==> src/rtl/btn_debounce_pkg.sv <==
// Shared types and helpers for the multi-channel button debouncer.
package btn_debounce_pkg;

  typedef enum logic [1:0] {
    IDLE   = 2'd0,
    PRESS  = 2'd1,
    REPEAT = 2'd2,
    DONE   = 2'd3
  } hold_state_e;

  // Bits needed to hold values 0..n, never less than one.
  function automatic int cnt_w(input int n);
    int w;
    w = $clog2(n + 1);
    return (w < 1) ? 1 : w;
  endfunction

endpackage

==> src/rtl/btn_debounce_ch.sv <==
// One button channel: 2-FF synchroniser, tick-sampled shift debounce with
// hysteresis, edge pulses and long-press / auto-repeat FSM.
//
// state  | meaning
// IDLE   | debounced level low, nothing counting
// PRESS  | level high, counting ticks toward the first hold pulse
// REPEAT | first hold fired, counting ticks toward the next repeat
// DONE   | hold fired and repeat disabled; counter parked until release
module btn_debounce_ch
  import btn_debounce_pkg::*;
#(
  parameter int DEPTH        = 8,
  parameter int HOLD_TICKS   = 1000,
  parameter int REPEAT_TICKS = 0
) (
  input  logic clk,
  input  logic rst,
  input  logic tick,
  input  logic btn,
  output logic level,
  output logic rise,
  output logic fall,
  output logic hold
);

  localparam int CW = cnt_w((HOLD_TICKS > REPEAT_TICKS) ? HOLD_TICKS : REPEAT_TICKS);
  localparam logic [CW-1:0] HOLD_C = CW'(HOLD_TICKS);
  localparam logic [CW-1:0] REP_C  = CW'(REPEAT_TICKS);

  logic             sync_q1;
  logic             sync_q2;
  logic [DEPTH-1:0] shift_q;
  logic             level_d;
  hold_state_e      state;
  logic [CW-1:0]    cnt;
  logic [CW-1:0]    cnt_inc;

  assign cnt_inc = cnt + 1'b1;

  always_ff @(posedge clk) begin
    if (rst) begin
      sync_q1 <= 1'b0;
      sync_q2 <= 1'b0;
      shift_q <= '0;
      level   <= 1'b0;
      level_d <= 1'b0;
    end else begin
      sync_q1 <= btn;
      sync_q2 <= sync_q1;
      if (tick) begin
        shift_q <= {sync_q2, shift_q[DEPTH-1:1]};
      end
      // Mixed sample windows leave the level where it is.
      if (&shift_q) begin
        level <= 1'b1;
      end else if (~|shift_q) begin
        level <= 1'b0;
      end
      level_d <= level;
    end
  end

  assign rise = level & ~level_d;
  assign fall = ~level & level_d;

  // Release is checked first so a drop on the threshold tick suppresses hold.
  always_ff @(posedge clk) begin
    if (rst) begin
      state <= IDLE;
      cnt   <= '0;
      hold  <= 1'b0;
    end else begin
      hold <= 1'b0;
      if (!level) begin
        state <= IDLE;
        cnt   <= '0;
      end else begin
        case (state)
          IDLE: begin
            if (rise) begin
              state <= PRESS;
              cnt   <= '0;
            end
          end
          PRESS: begin
            if (tick) begin
              if (cnt_inc == HOLD_C) begin
                hold  <= 1'b1;
                cnt   <= '0;
                state <= (REPEAT_TICKS > 0) ? REPEAT : DONE;
              end else begin
                cnt <= cnt_inc;
              end
            end
          end
          REPEAT: begin
            if (tick) begin
              if (cnt_inc == REP_C) begin
                hold <= 1'b1;
                cnt  <= '0;
              end else begin
                cnt <= cnt_inc;
              end
            end
          end
          DONE: begin
            cnt <= cnt;
          end
          default: begin
            state <= IDLE;
            cnt   <= '0;
          end
        endcase
      end
    end
  end

endmodule

==> src/rtl/btn_debounce_multi.sv <==
// Multi-channel button conditioner: one shared sample-tick generator used as
// a clock enable by NUM_CH independent debounce channels.
module btn_debounce_multi
  import btn_debounce_pkg::*;
#(
  parameter int NUM_CH       = 4,
  parameter int CLK_DIV      = 100,
  parameter int DEPTH        = 8,
  parameter int HOLD_TICKS   = 1000,
  parameter int REPEAT_TICKS = 0
) (
  input  logic              clk,
  input  logic              rst,
  input  logic [NUM_CH-1:0] i_btn,
  input  logic              i_en,
  output logic [NUM_CH-1:0] o_level,
  output logic [NUM_CH-1:0] o_rise,
  output logic [NUM_CH-1:0] o_fall,
  output logic [NUM_CH-1:0] o_hold,
  output logic              o_tick
);

  localparam int TW = $clog2(CLK_DIV);
  localparam logic [TW-1:0] TICK_LAST = TW'(CLK_DIV - 1);

  logic [TW-1:0] tick_cnt;

  always_ff @(posedge clk) begin
    if (rst) begin
      tick_cnt <= '0;
    end else if (i_en) begin
      tick_cnt <= (tick_cnt == TICK_LAST) ? '0 : tick_cnt + 1'b1;
    end
  end

  assign o_tick = i_en & ~rst & (tick_cnt == TICK_LAST);

  generate
    for (genvar g = 0; g < NUM_CH; g++) begin : g_ch
      btn_debounce_ch #(
        .DEPTH        (DEPTH),
        .HOLD_TICKS   (HOLD_TICKS),
        .REPEAT_TICKS (REPEAT_TICKS)
      ) u_ch (
        .clk   (clk),
        .rst   (rst),
        .tick  (o_tick),
        .btn   (i_btn[g]),
        .level (o_level[g]),
        .rise  (o_rise[g]),
        .fall  (o_fall[g]),
        .hold  (o_hold[g])
      );
    end
  endgenerate

endmodule

==> config.mk <==
export PLATFORM = sky130hd
export DESIGN_NAME = btn_debounce_multi
export DESIGN_NICKNAME = d
export VERILOG_FILES = /design/src/rtl/btn_debounce_pkg.sv /design/src/rtl/btn_debounce_ch.sv /design/src/rtl/btn_debounce_multi.sv
export SDC_FILE = /design/constraint.sdc
export NUM_CORES = 1
export LEC_CHECK = 0
export CAP_MARGIN = 40
export CORE_ASPECT_RATIO = 0.8
export CORE_MARGIN = 5
export CORE_UTILIZATION = 57
export CTS_CLUSTER_DIAMETER = 80
export DETAILED_ROUTE_END_ITERATION = 10
export DONT_BUFFER_PORTS = 1
export PLACE_DENSITY = 0.77
export REMOVE_ABC_BUFFERS = 1
export SLEW_MARGIN = 10
export SYNTH_ARGS = -nofsm -noshare
export SYNTH_HDL_FRONTEND = slang
export SYNTH_SLANG_ARGS = --single-unit
export TNS_END_PERCENT = 20
==> constraint.sdc <==
create_clock -name clk -period 2.1 [get_ports clk]
set_input_delay 0.105 -clock clk [delete_from_list [all_inputs] [get_ports clk]]
set_output_delay 0.105 -clock clk [all_outputs]
set_load 0.01 [all_outputs]
### Word-level counts from Yosys, hierarchy flattened

Cells that the tools add are included.
Widths: inputs -> output; s select.

* add/sub/neg operators: 5
* equality and inequality tests: 37
* muxes and demuxes: 69
* bitwise gates (word level): 23
* reduce and logical (&&, ||, !) cells: 32

Operators by type and width (number)
* $mux 10: 20
* $pmux 10 s3: 4
* $add 10x1->10 const B: 4
* $eq 10x10->1 const B: 4
* $logic_not 10->1: 4
* $reduce_and 4->1: 8
* $reduce_and 8->1: 4
* $reduce_or 8->1: 4
* $mux 1: 24
* $mux 2: 12
* $ne 2x1->1 const B: 12
* $eq 2x2->1 const B: 8
* $ne 2x2->1 const B: 8
* $pmux 2 s2: 4
* $not 1->1: 13
* $and 1x1->1: 10
* $eq 2x1->1 const B: 4
* $logic_not 2->1: 4
* $pmux 1 s2: 4
* $reduce_bool 2->1: 4
* $reduce_or 2->1: 4
* $add 7x1->7 const B: 1
* $eq 7x7->1 const B: 1
* $mux 7: 1

* register bits after elaboration: 107
* input bits: 7
* logic and storage cells: 199

### Longest topological paths before layout

Gate-level depths: netlist of the first run.

* depth in word-level cells: 5
* depth in mapped cells: 9

### By module

From an unflattened synthesis of the first run, not the netlist that was laid out.

* cell total of the unflattened synthesis: 737
* area total of the unflattened synthesis: 6043.3 sq um

Modules (own cells, without submodules)
* btn_debounce_ch (g_ch[0].u_ch ...): times used 3, cells an instance 175, area each 1397.6 sq um
* btn_debounce_ch (g_ch[3].u_ch): times used 1, cells an instance 173, area each 1485.2 sq um
* btn_debounce_multi: times used 1, cells an instance 39, area each 365.4 sq um

### Worst setup path after synthesis of the first run

OpenSTA, ideal clock, no wires.

* kind: register to register
* start: reg g_ch[2].u_ch.cnt[0]
* end: reg g_ch[2].u_ch.cnt[3]
* arrival time: 2.089 ns
* data required time: 1.978 ns
* path slack: -0.111 ns
* stages on the path, launching flop included: 8
* path buffers: 0
* clock period less this slack: 2.211 ns
* cells stage by stage: dfxtp_1 > nand3_4 > or3_1 > a221o_1 > o31ai_4 > a21oi_2 > and3_1 > a221o_1

* longest elaborated chain between the ends: 5
* elaborated cells on any way between the ends: 8

Ends and longest elaborated chain
* start: declaration: RTL line btn_debounce_ch.sv:35 `logic [CW-1:0] cnt;`
* start signal: assignment: RTL line btn_debounce_ch.sv:92 `cnt <= cnt_inc;`
* start signal: assignment: RTL line btn_debounce_ch.sv:102 `cnt <= cnt_inc;`
* start signal: assignment: RTL line btn_debounce_ch.sv:107 `cnt <= cnt;`
* $add 10x1->10 *: RTL line btn_debounce_ch.sv:38 `assign cnt_inc = cnt + 1'b1;`
* $eq 10x10->1 / $logic_not 10->1 (equally long branches): RTL line btn_debounce_ch.sv:87, btn_debounce_ch.sv:98
* $mux 10 (on tied branches): RTL line btn_debounce_ch.sv:87, btn_debounce_ch.sv:98
* $mux 10 (on tied branches): RTL line btn_debounce_ch.sv:86, btn_debounce_ch.sv:97
* $pmux 10 s3 *: RTL line btn_debounce_ch.sv:78 `case (state)`

Every way passes the cells marked *; elsewhere a longest branch is shown, timed or not. The select of a mux whose other input is x is not followed.
A chain may end at the register's enable or synchronous reset.

### Worst setup path after layout of the first run

* start: reg tick_cnt[1]
* end: reg g_ch[2].u_ch.cnt[6]

* longest elaborated chain between the ends: 4
* elaborated cells on any way between the ends: 5

Ends and longest elaborated chain
* start: declaration: RTL line btn_debounce_multi.sv:26 `logic [TW-1:0] tick_cnt;`
* start signal: assignment: RTL line btn_debounce_multi.sv:32 `tick_cnt <= (tick_cnt == TICK_LAST) ? '0 : tick_cnt + 1'b1;`
* $eq 7x7->1 *: RTL line btn_debounce_multi.sv:36 `assign o_tick = i_en & ~rst & (tick_cnt == TICK_LAST);`
* $and 1x1->1 *: RTL line btn_debounce_multi.sv:36
* $ne 2x2->1 (no source line)
* $reduce_and 4->1 (no source line) *

Every way passes the cells marked *; elsewhere a longest branch is shown, timed or not.

==> results of run 1 <==
layout make-up:
type	count	area, um2
Multi-Input combinational cell	563	3580
Clock inverter	6	71.3
Fill cell	766	3090
Tap cell	140	175
Clock buffer	10	239
Sequential cell	107	2170
Timing Repair Buffer	96	778
Inverter	25	93.8
cells in the final DEF (no fill, tap or decap), types with 4 or more instances in the layout:
master,n
buf_4,82
dlygate4sd3_1,5
nor2b_1,23
nand4_1,28
nand2b_1,8
nor4_1,10
o21ai_1,6
a31oi_1,8
o2111ai_1,4
dfxtp_1,86
clkbuf_16,9
dfxtp_2,19
o211ai_1,4
buf_6,6
nand3_1,20
xor2_1,14
a21oi_2,6
o21ai_0,11
and3_1,15
nor3_1,31
a221o_1,6
nor2_1,41
a21oi_1,66
inv_1,25
and2_1,4
nand2_1,126
or2_2,6
o21ai_2,6
or3_1,6
xnor2_1,10
mux2i_1,7
ha_1,18
flip-flops by register name (all words and copies together), names as in the netlist:
register and cells:
g_ch.u_ch.state 8, g_ch.u_ch.sync_q2 4, g_ch.u_ch.cnt 40, g_ch.u_ch.hold 4, g_ch.u_ch.sync_q1 4, g_ch.u_ch.level 4
g_ch.u_ch.level_d 4, tick_cnt 7, g_ch.u_ch.shift_q 32
metrics by stage:
stage	instances	utilization [%]	setup WS (ns)	total power, mW
4_1_cts	939	66.6	-0.161	3.89
3_3_place_gp	913	61.8	-0.169	2.11
5_1_grt	947	69.7	-0.204	4.00
2_1_floorplan	694	-	-0.614	2.11
6_report	947	69.7	-0.130	3.86
3_5_place_dp	913	61.8	-0.260	2.11
final timing paths:
kind | from | endpoint | slack [ns]
setup / recovery | tick_cnt[1]$_SDFFE_PP0P_ | g_ch[2].u_ch.cnt[6]$_SDFFE_PP0P_ | -0.13
hold / removal | i_en | tick_cnt[2]$_SDFFE_PP0P_ | 0.02
hold reg to reg | g_ch[2].u_ch.sync_q2$_SDFF_PP0_ | g_ch[2].u_ch.shift_q[7]$_SDFFE_PP0P_ | 0.45
setup reg to reg | tick_cnt[1]$_SDFFE_PP0P_ | g_ch[2].u_ch.cnt[6]$_SDFFE_PP0P_ | -0.13
logic make-up (layout without fill, tap and decap cells):
kind of cell / after synthesis / count (layout) / synth area share, %
simple gates: 354 / 354 / 30.0
compound gates: 154 / 155 / 16.3
mux: 8 / 8 / 1.38
xor+xnor: 25 / 25 / 3.70
buf+inv: 89 / 137 / 8.00
flops: 107 / 107 / 36.2
fa+ha+maj: 21 / 21 / 4.44
power breakdown:
part / switching, mW / leakage [nW] / internal (mW) / total (mW)
sequential: 0.00412 / 0.875 / 2.04 / 2.04
clock: 0.800 / 0.146 / 0.971 / 1.77
combinational: 0.0252 / 1.62 / 0.0266 / 0.0518
routing by layer:
metal / vias up / global-route usage, %
met5: - / 0
met4: 0 / 6.89
met3: 50 / 5.84
met2: 272 / 38.3
met1: 2699 / 29.8
li1: 2734 / -
worst register-to-register path, stage by stage, from the launching register on:
cell and delay, ns:
dfxtp_2 0.34, ha_2 0.20, nand4_1 0.22, nor3_4 0.30, o21ai_0 0.12, buf_4 0.18, o21ai_2 0.23, a21oi_4 0.08
and3_4 0.19, a221o_1 0.26
repair_timing:
item / in CTS / in global routing
resized for setup: 28 / 70
cloned: 1 / 1
setup endpoints to repair: 25 / 46
hold endpoints to repair: 52 / 0
hold buffers: 6 / 0
setup buffers: 3 / 10
pin swaps: 12 / 18
==> summary.txt, run 1 <==
Timing
  • Worst slew pin tran: between 0.6 and 0.7 ns
  • Max Clock Skew: roughly 0.007 ns
  • Tmin final: approximately 2.2 ns
  • Final setup margin: -0.130 ns
  • Worst Hold Slack: approximately 0.017 ns
  • Relative slew margins: about three fifths
  • Period utilisation layout: 106%
  • Slew Viols, Final: 0
  • Final setup viols: 11
  • Final hold viol count: 0
  • Sum Neg Setup Slack: -0.801 ns
  • Fmax: between 400 and 500 MHz
  • RSZ-0062 raised after global routing: yes

Logic synthesis
  • Syn_area_per_cell: 7.80 um2
  • Asr flop ratio synth: 0%
  • Most common cell in the netlist: nand2_1
  • Leading area contributor after synthesis: dfxtp_1
  • Cells after Synth: 758
  • Most used DFF post-synth: dfxtp_1
  • YS warnings: 0
  • Yosys top cell area share: a little over a third
  • Synth cell types: 63
  • Top cells by area, synth: dfxtp_1, nand2_1, a21oi_1
  • Sequential share of the synthesized area: between 30% and 40%
  • Cell area after synthesis: 5910 um2
  • Top cells by count, synth: nand2_1, dfxtp_1, a21oi_1
  • Synth Register Bits: 107
  • Number of enable flip-flop cells after synthesis: 0

Hold path
  • WHS Path Cells: 3
  • Hold WC Path Type: primary input to register

Clock tree
  • CTS root buffer: clkbuf_16
  • CTS tree: yes
  • Worst-path clk slew: roughly 0.070 ns
  • CTS Buf Count: 9
  • Clk Latency, worst-skew pair: 0.35 ns
  • Clk buf depth: 2
  • H-Tree Depth: 3
  • Clk sinks: between 100 and 150

Run
  • Max-Cap Viols: 0

Critical path
  • Crit end category: register
  • Req. time, crit path: roughly 2.3 ns
  • Startpoint types: register
  • Worst R2R Path Depth: 9
  • WP buf/inv: 1
  • Worst path depth: 9
  • Worst EP arrival: about 2.5 ns
  • Worst Setup Path Type: register to register
  • Top delay family on crit path: simple AND/OR/NAND/NOR gates
  • CP cell instances: ha_2 > nand4_1 > nor3_4 > o21ai_0 > buf_4 > o21ai_2 > a21oi_4 > and3_4 > a221o_1
  • Crit-path max FO: 9
  • CP max-delay cell: dfxtp_2
  • Max incr delay on CP: roughly 0.34 ns

Global routing
  • Initial antenna violation count: 0
  • First-pass GRT wire length: around 24 mm
  • Grt ovf: 0
  • Largest net degree at the start of global routing: 53
  • Number of global-route vias before repair: between 5000 and 6000
  • GRT Total Usage: a little under a quarter

Placed design
  • Hpwl dp: between 9 and 10 mm
  • I/O Buffers: 0
  • Placed inst area: about 6300 um2
  • GP Congestion: 0.887

Route
  • Vias/cell: just over 6
  • Post-Route WL: around 15 mm
  • Met2 WL post-DR: ~7.4 mm
  • 1st-pass router iterations: 5
  • WL met1: 6.46 mm
  • Top Layer Used: met4
  • DRC: 0
  • Routed wire per std cell: about 16 um
  • Initial DRC Count: 614
  • Post-route ant nets: 0
  • Met3 WL: between 1 and 1.5 mm
  • Overall via count from detail_route: about 5800

Finish
  • Layout cells sized above 1: around a quarter
  • Post-route cell area: about 7100 um2
  • Area delta synth->final: 20.2%
  • Fin nets: 830
  • Antenna Cells: 0

Floorplan
  • Die area: 12500 um2
  • Core ar.: roughly 10000 um2
  • # rows: 33
  • Die W: 124 um
  • Die Height: about 100 um
  • I/O pin total: 24
  • Initial Util: between 50% and 60%

Power and ir drop
  • Peak VDD IR: slightly below 500 uV
  • Leak: 2.64 nW
  • Power density cells: 543 nW/um2

Run status
  • Run status: finished with violations
  • Failing checks: setup timing
Note: power is estimated with default switching activity, not from simulation.
==> inputs of run 2 (changes only) <==
==> constraint.sdc (replaced) <==
create_clock -name clk -period 2 [get_ports clk]
set_input_delay 0.1 -clock clk [delete_from_list [all_inputs] [get_ports clk]]
set_output_delay 0.1 -clock clk [all_outputs]
set_load 0.01 [all_outputs]
==> run 2 against run 1 <==
The run still ends with setup timing left; wire length decreased by 2.1%; hold slack improved by 0.013 ns; clock power increased by 11%; count of clock-buffer cells in the layout unchanged; sequential share of layout area decreased by 0.95 points; cell area increased by 3.4%; first-iteration DRC count decreased by 24%.
==> summary.txt, run 2 (synthesized netlist as in run 1, its figures left out) <==
Global routing
  • First-pass GRT wire length: between 20 and 25 mm
  • Initial antenna violation count: 0
  • Largest net degree at the start of global routing: between 50 and 60
  • GRT Total Usage: roughly a quarter
  • Number of global-route vias before repair: around 5300
  • Grt ovf: 0

Timing
  • RSZ-0062 raised after global routing: yes
  • Final setup margin: -0.179 ns
  • Final hold viol count: 0
  • Slew Viols, Final: 0
  • Max Clock Skew: ~0.0056 ns
  • Sum Neg Setup Slack: -2.76 ns
  • Worst slew pin tran: 0.410 ns
  • Tmin final: about 2.2 ns
  • Period utilisation layout: 109%
  • Fmax: between 400 and 500 MHz
  • Relative slew margins: between 70% and 80%
  • Final setup viols: 36
  • Worst Hold Slack: ~0.030 ns

Critical path
  • Worst EP arrival: between 2 and 2.5 ns
  • Crit end category: register
  • Top delay family on crit path: compound AO/OA/AOI/OAI gates
  • CP max-delay cell: a221o_1
  • WP buf/inv: 0
  • Startpoint types: register
  • CP cell instances: nand3_4 > or3_1 > a221o_1 > o31ai_4 > a21oi_4 > and3_1 > a221o_1
  • Max incr delay on CP: about 0.38 ns
  • R2R setup slack: -0.18 ns
  • Worst Setup Path Type: register to register
  • Crit-path max FO: 8
  • Req. time, crit path: between 2 and 2.5 ns
  • R2R Path Start: g_ch[2].u_ch.cnt[0]$_SDFFE_PP0P_
  • Worst R2R Path Depth: 7
  • Crit-path most repeated cell: a221o_1
  • Reg2reg end: g_ch[2].u_ch.cnt[3]$_SDFFE_PP0P_

Placed design
  • Pre-CTS WS: -0.281 ns
  • Hpwl dp: 9.61 mm
  • Placed inst area: roughly 6500 um2
  • I/O Buffers: 0
  • GP Congestion: around 0.93

Hold path
  • WHS Path Cells: 2
  • Hold WC Path Type: primary input to register
  • Hold_sp: rst
  • Hold Path Sink: g_ch[1].u_ch.level_d$_SDFF_PP0_

Route
  • Vias/cell: 5.90
  • Post-Route WL: 14.9 mm
  • Post-route ant nets: 0
  • DRC: 0
  • Initial DRC Count: around 470
  • 1st-pass router iterations: 6
  • Routed wire per std cell: 15.4 um
  • Overall via count from detail_route: 5732

Floorplan
  • Die Height: 101 um
  • Core ar.: about 10000 um2
  • # rows: 33
  • Initial Util: 58.0%
  • Die W: ~120 um
  • Die area: 12500 um2
  • I/O pin total: 24

Finish
  • Top reg by flops: g_ch.u_ch.cnt
  • Post-route cell area: roughly 7300 um2
  • Most frequent cells in the layout: nand2_1, buf_4, dfxtp_1
  • Area delta synth->final: 24.3%
  • Multi-input logic area: between 3000 and 4000 um2
  • Layout cells sized above 1: between 20% and 30%
  • Max FFs per register: 40
  • Fillers: between 700 and 800
  • Most common cell after layout, fill and taps aside: nand2_1
  • Fin nets: approximately 850
  • FF+latch area: between 2000 and 2500 um2
  • Antenna Cells: 0
  • Biggest regs: g_ch.u_ch.cnt (40), g_ch.u_ch.shift_q (32), g_ch.u_ch.state (8)

Power and ir drop
  • Power density cells: ~570 nW/um2
  • Leak: between 2 and 3 nW
  • Total Power: just over 4 mW
  • Peak VDD IR: 522 uV

Run status
  • Run status: finished with violations
  • Failing checks: setup timing

Clock tree
  • Worst-path clk slew: 0.07 ns
  • H-Tree Depth: 3
  • CTS tree: yes
  • Clk Latency, worst-skew pair: around 0.35 ns
  • Clk sinks: ~110
  • CTS root buffer: clkbuf_16
  • Clk buf depth: 2
  • CTS Buf Count: 9

Run
  • Max-Cap Viols: 0
-- run 2: worst max path at each step --
stage / from / slack [ns] / to / cells after the start
after CTS: g_ch[2].u_ch.cnt[0]$_SDFFE_PP0P_ / -0.17 / g_ch[2].u_ch.cnt[3]$_SDFFE_PP0P_ / 7
after detailed placement: g_ch[2].u_ch.cnt[1]$_SDFFE_PP0P_ / -0.28 / g_ch[2].u_ch.cnt[3]$_SDFFE_PP0P_ / 7
after global placement: g_ch[2].u_ch.cnt[1]$_SDFFE_PP0P_ / -0.20 / g_ch[2].u_ch.cnt[7]$_SDFFE_PP0P_ / 7
after floorplan: tick_cnt[0]$_SDFFE_PP0P_ / -0.71 / g_ch[2].u_ch.cnt[3]$_SDFFE_PP0P_ / 8
final: g_ch[2].u_ch.cnt[0]$_SDFFE_PP0P_ / -0.18 / g_ch[2].u_ch.cnt[3]$_SDFFE_PP0P_ / 7
after global routing: g_ch[2].u_ch.cnt[3]$_SDFFE_PP0P_ / -0.28 / g_ch[2].u_ch.cnt[3]$_SDFFE_PP0P_ / 7
-- run 2: cell type report --
| type | count | area share [%] |
|---|---|---|
| Tap cell | 140 | 2.38 |
| Timing Repair Buffer | 121 | 13.1 |
| Clock inverter | 6 | 1.29 |
| Multi-Input combinational cell | 562 | 49.1 |
| Inverter | 25 | 1.28 |
| Clock buffer | 10 | 3.25 |
| Sequential cell | 107 | 29.6 |
-- run 2: report_power, final --
group          internal (mW)  switching, mW  total, mW
registers               2.13        0.00470       2.14
logic                 0.0287         0.0259     0.0546
clock network           1.15          0.815       1.96
-- run 2: timing repair --
action	in CTS	in global routing
resized for setup	44	63
hold endpoints to repair	51	0
setup buffers	4	10
hold buffers	6	0
pin swaps	22	29
gates cloned	1	1
setup endpoints to repair	41	51
-- run 2: through the flow --
stage	util (%)	std cells
after floorplan	-	694
after global placement	63.4	934
after detailed placement	63.4	934
after CTS	68.9	961
after global routing	72.1	971
final	72.1	971
-- run 2: per-layer routing --
layer / vias to the layer above / GRT usage (%) / part of all wire [%]
met5: - / 0 / 0
met4: 0 / 7.06 / 1.5
met3: 30 / 6.90 / 6.0
met2: 197 / 37.6 / 48
met1: 2713 / 30.8 / 45
li1: 2792 / - / -
==> inputs of run 3 (changes only) <==
--- a/config.mk
+++ b/config.mk
@@ -12,6 +12,7 @@
 export CTS_CLUSTER_DIAMETER = 80
 export DETAILED_ROUTE_END_ITERATION = 10
 export DONT_BUFFER_PORTS = 1
+export HOLD_SLACK_MARGIN = 0.06
 export PLACE_DENSITY = 0.77
 export REMOVE_ABC_BUFFERS = 1
 export SLEW_MARGIN = 10
==> constraint.sdc (replaced) <==
create_clock -name clk -period 2 [get_ports clk]
set_input_delay 0.2 -clock clk [delete_from_list [all_inputs] [get_ports clk]]
set_output_delay 0.2 -clock clk [all_outputs]
set_load 0.01 [all_outputs]
==> run 3 against run 2 <==
Sequential share of layout area barely moved; flip-flop and latch count did not move; clock power barely moved; critical path type unchanged; the run still ends with setup timing left; wire length fell by 0.53%; hold slack improved by 0.095 ns.
==> summary.txt, run 3 (synthesized netlist as in run 1, its figures left out) <==
Run
  • Max-Cap Viols: 0

Global routing
  • Largest net degree at the start of global routing: 52
  • Initial antenna violation count: 0
  • First-pass GRT wire length: about 24 mm
  • Number of global-route vias before repair: roughly 5300
  • GRT Total Usage: about a quarter
  • Grt ovf: 0

Hold path
  • Hold WC Path Type: primary input to register
  • Hold Path Sink: g_ch[1].u_ch.level_d$_SDFF_PP0_
  • WHS Path Cells: 2
  • Hold_sp: rst

Clock tree
  • Clk buf depth: 2
  • H-Tree Depth: 3
  • Clk Latency, worst-skew pair: approximately 0.35 ns
  • Clk sinks: approximately 110
  • CTS Buf Count: 9
  • CTS root buffer: clkbuf_16
  • Worst-path clk slew: ~0.070 ns
  • CTS tree: yes

Finish
  • Biggest regs: g_ch.u_ch.cnt (40), g_ch.u_ch.shift_q (32), g_ch.u_ch.state (8)
  • FF+latch area: 2180 um2
  • Fillers: 723
  • Multi-input logic area: 3610 um2
  • Most frequent cells in the layout: nand2_1, buf_4, dfxtp_1
  • Top reg by flops: g_ch.u_ch.cnt
  • Max FFs per register: 40
  • Final std cells w/o fill: approximately 970
  • Area delta synth->final: 24.3%
  • Fin nets: around 850
  • Most common cell after layout, fill and taps aside: nand2_1
  • Antenna Cells: 0
  • Post-route cell area: around 7400 um2
  • Layout cells sized above 1: about a quarter

Timing
  • Period utilisation layout: 109%
  • Final setup viols: 38
  • Final setup margin: -0.179 ns
  • Worst slew pin tran: about 0.41 ns
  • Fmax: approximately 460 MHz
  • Slew Viols, Final: 0
  • Final hold viol count: 0
  • Tmin final: ~2.2 ns
  • RSZ-0062 raised after global routing: yes
  • Worst Hold Slack: between 0.1 and 0.15 ns
  • Max Clock Skew: 0.00511 ns
  • Relative slew margins: around 73%

Run status
  • Run status: finished with violations
  • Failing checks: setup timing

Floorplan
  • # rows: 33
  • Die area: about 13000 um2
  • Die W: 124 um
  • I/O pin total: 24
  • Die Height: ~100 um
  • Core ar.: ~10000 um2
  • Initial Util: between 50% and 60%

Placed design
  • GP Congestion: between 0.9 and 1
  • Pre-CTS WS: -0.281 ns
  • Hpwl dp: between 9 and 10 mm
  • I/O Buffers: 0
  • Placed inst area: roughly 6500 um2
  • Dpl cells: just over 900

Critical path
  • Crit-path max FO: 8
  • Critical path origin: g_ch[2].u_ch.cnt[0]$_SDFFE_PP0P_
  • Startpoint types: register
  • CP cell instances: nand3_4 > or3_1 > a221o_1 > o31ai_4 > a21oi_4 > buf_4 > a221o_1
  • Crit-path most repeated cell: a221o_1
  • Req. time, crit path: 2.24 ns
  • Worst Setup Path Type: register to register
  • Worst EP arrival: 2.42 ns
  • Worst R2R Path Depth: 7
  • CP max-delay cell: a221o_1
  • Reg2reg end: g_ch[2].u_ch.cnt[6]$_SDFFE_PP0P_
  • Crit end category: register
  • WP buf/inv: 1
  • Top delay family on crit path: compound AO/OA/AOI/OAI gates
  • R2R Path Start: g_ch[2].u_ch.cnt[0]$_SDFFE_PP0P_
  • R2R setup slack: -0.18 ns
  • Max incr delay on CP: ~0.38 ns

Route
  • Post-route ant nets: 0
  • Overall via count from detail_route: between 5000 and 6000
  • Initial DRC Count: about 450
  • 1st-pass router iterations: 7
  • Routed wire per std cell: 15.3 um
  • Vias/cell: 5.90
  • Post-Route WL: about 15 mm
  • DRC: 0

Power and ir drop
  • Peak VDD IR: 522 uV
  • Leak: 2.76 nW
  • Total Power: 4.15 mW
  • Power density cells: between 500 and 600 nW/um2
-- run 3: cell types whose count changed in the layout (fill, tap and decap cells not counted) --
| cell | delta |
|---|---|
| buf_4 | -1 |
| buf_6 | +1 |
-- run 3: power breakdown --
part	total (mW)	switching [mW]	leakage, nW	internal, mW
sequential	2.14	0.00471	0.874	2.13
combinational	0.0544	0.0257	1.72	0.0287
clock	1.96	0.811	0.164	1.15
-- run 3: final cells by class --
| class | count | area share, % |
|---|---|---|
| Tap cell | 140 | 2.38 |
| Sequential cell | 107 | 29.6 |
| Timing Repair Buffer | 121 | 13.2 |
| Inverter | 25 | 1.28 |
| Clock buffer | 10 | 3.25 |
| Multi-Input combinational cell | 562 | 49.0 |
| Clock inverter | 6 | 1.29 |
-- run 3: through the flow --
stage | TNS [ns] | utilization, %
3_3_place_gp | -2.59 | 63.4
2_1_floorplan | -21.70 | -
4_1_cts | -1.21 | 68.9
6_report | -2.87 | 72.1
5_1_grt | -7.25 | 72.1
3_5_place_dp | -4.48 | 63.4
-- run 3: timing repair --
action                     in CTS  in global routing
resized for setup              44                 64
setup buffers                   4                 10
gates cloned                    1                  1
pin swaps                      22                 29
hold endpoints to repair       51                  0
setup endpoints to repair      41                 52
hold buffers                    6                  0
-- run 3: worst max-delay path by stage --
stage / endpoint / slack, ns / depth (start not counted)
3_3_place_gp: g_ch[2].u_ch.cnt[7]$_SDFFE_PP0P_ / -0.20 / 7
3_5_place_dp: g_ch[2].u_ch.cnt[3]$_SDFFE_PP0P_ / -0.28 / 7
2_1_floorplan: g_ch[2].u_ch.cnt[3]$_SDFFE_PP0P_ / -0.71 / 8
4_1_cts: g_ch[2].u_ch.cnt[3]$_SDFFE_PP0P_ / -0.17 / 7
5_1_grt: g_ch[2].u_ch.cnt[3]$_SDFFE_PP0P_ / -0.28 / 7
6_report: g_ch[2].u_ch.cnt[6]$_SDFFE_PP0P_ / -0.18 / 7
-- run 3: per-layer routing --
layer  vias to the layer above  wire length [um]  track usage [%]
met5                         -                 0                0
met4                         0               226             7.06
met3                        26               995             6.90
met2                       196              7130             37.6
met1                      2721              6500             30.8
li1                       2789                 -                -
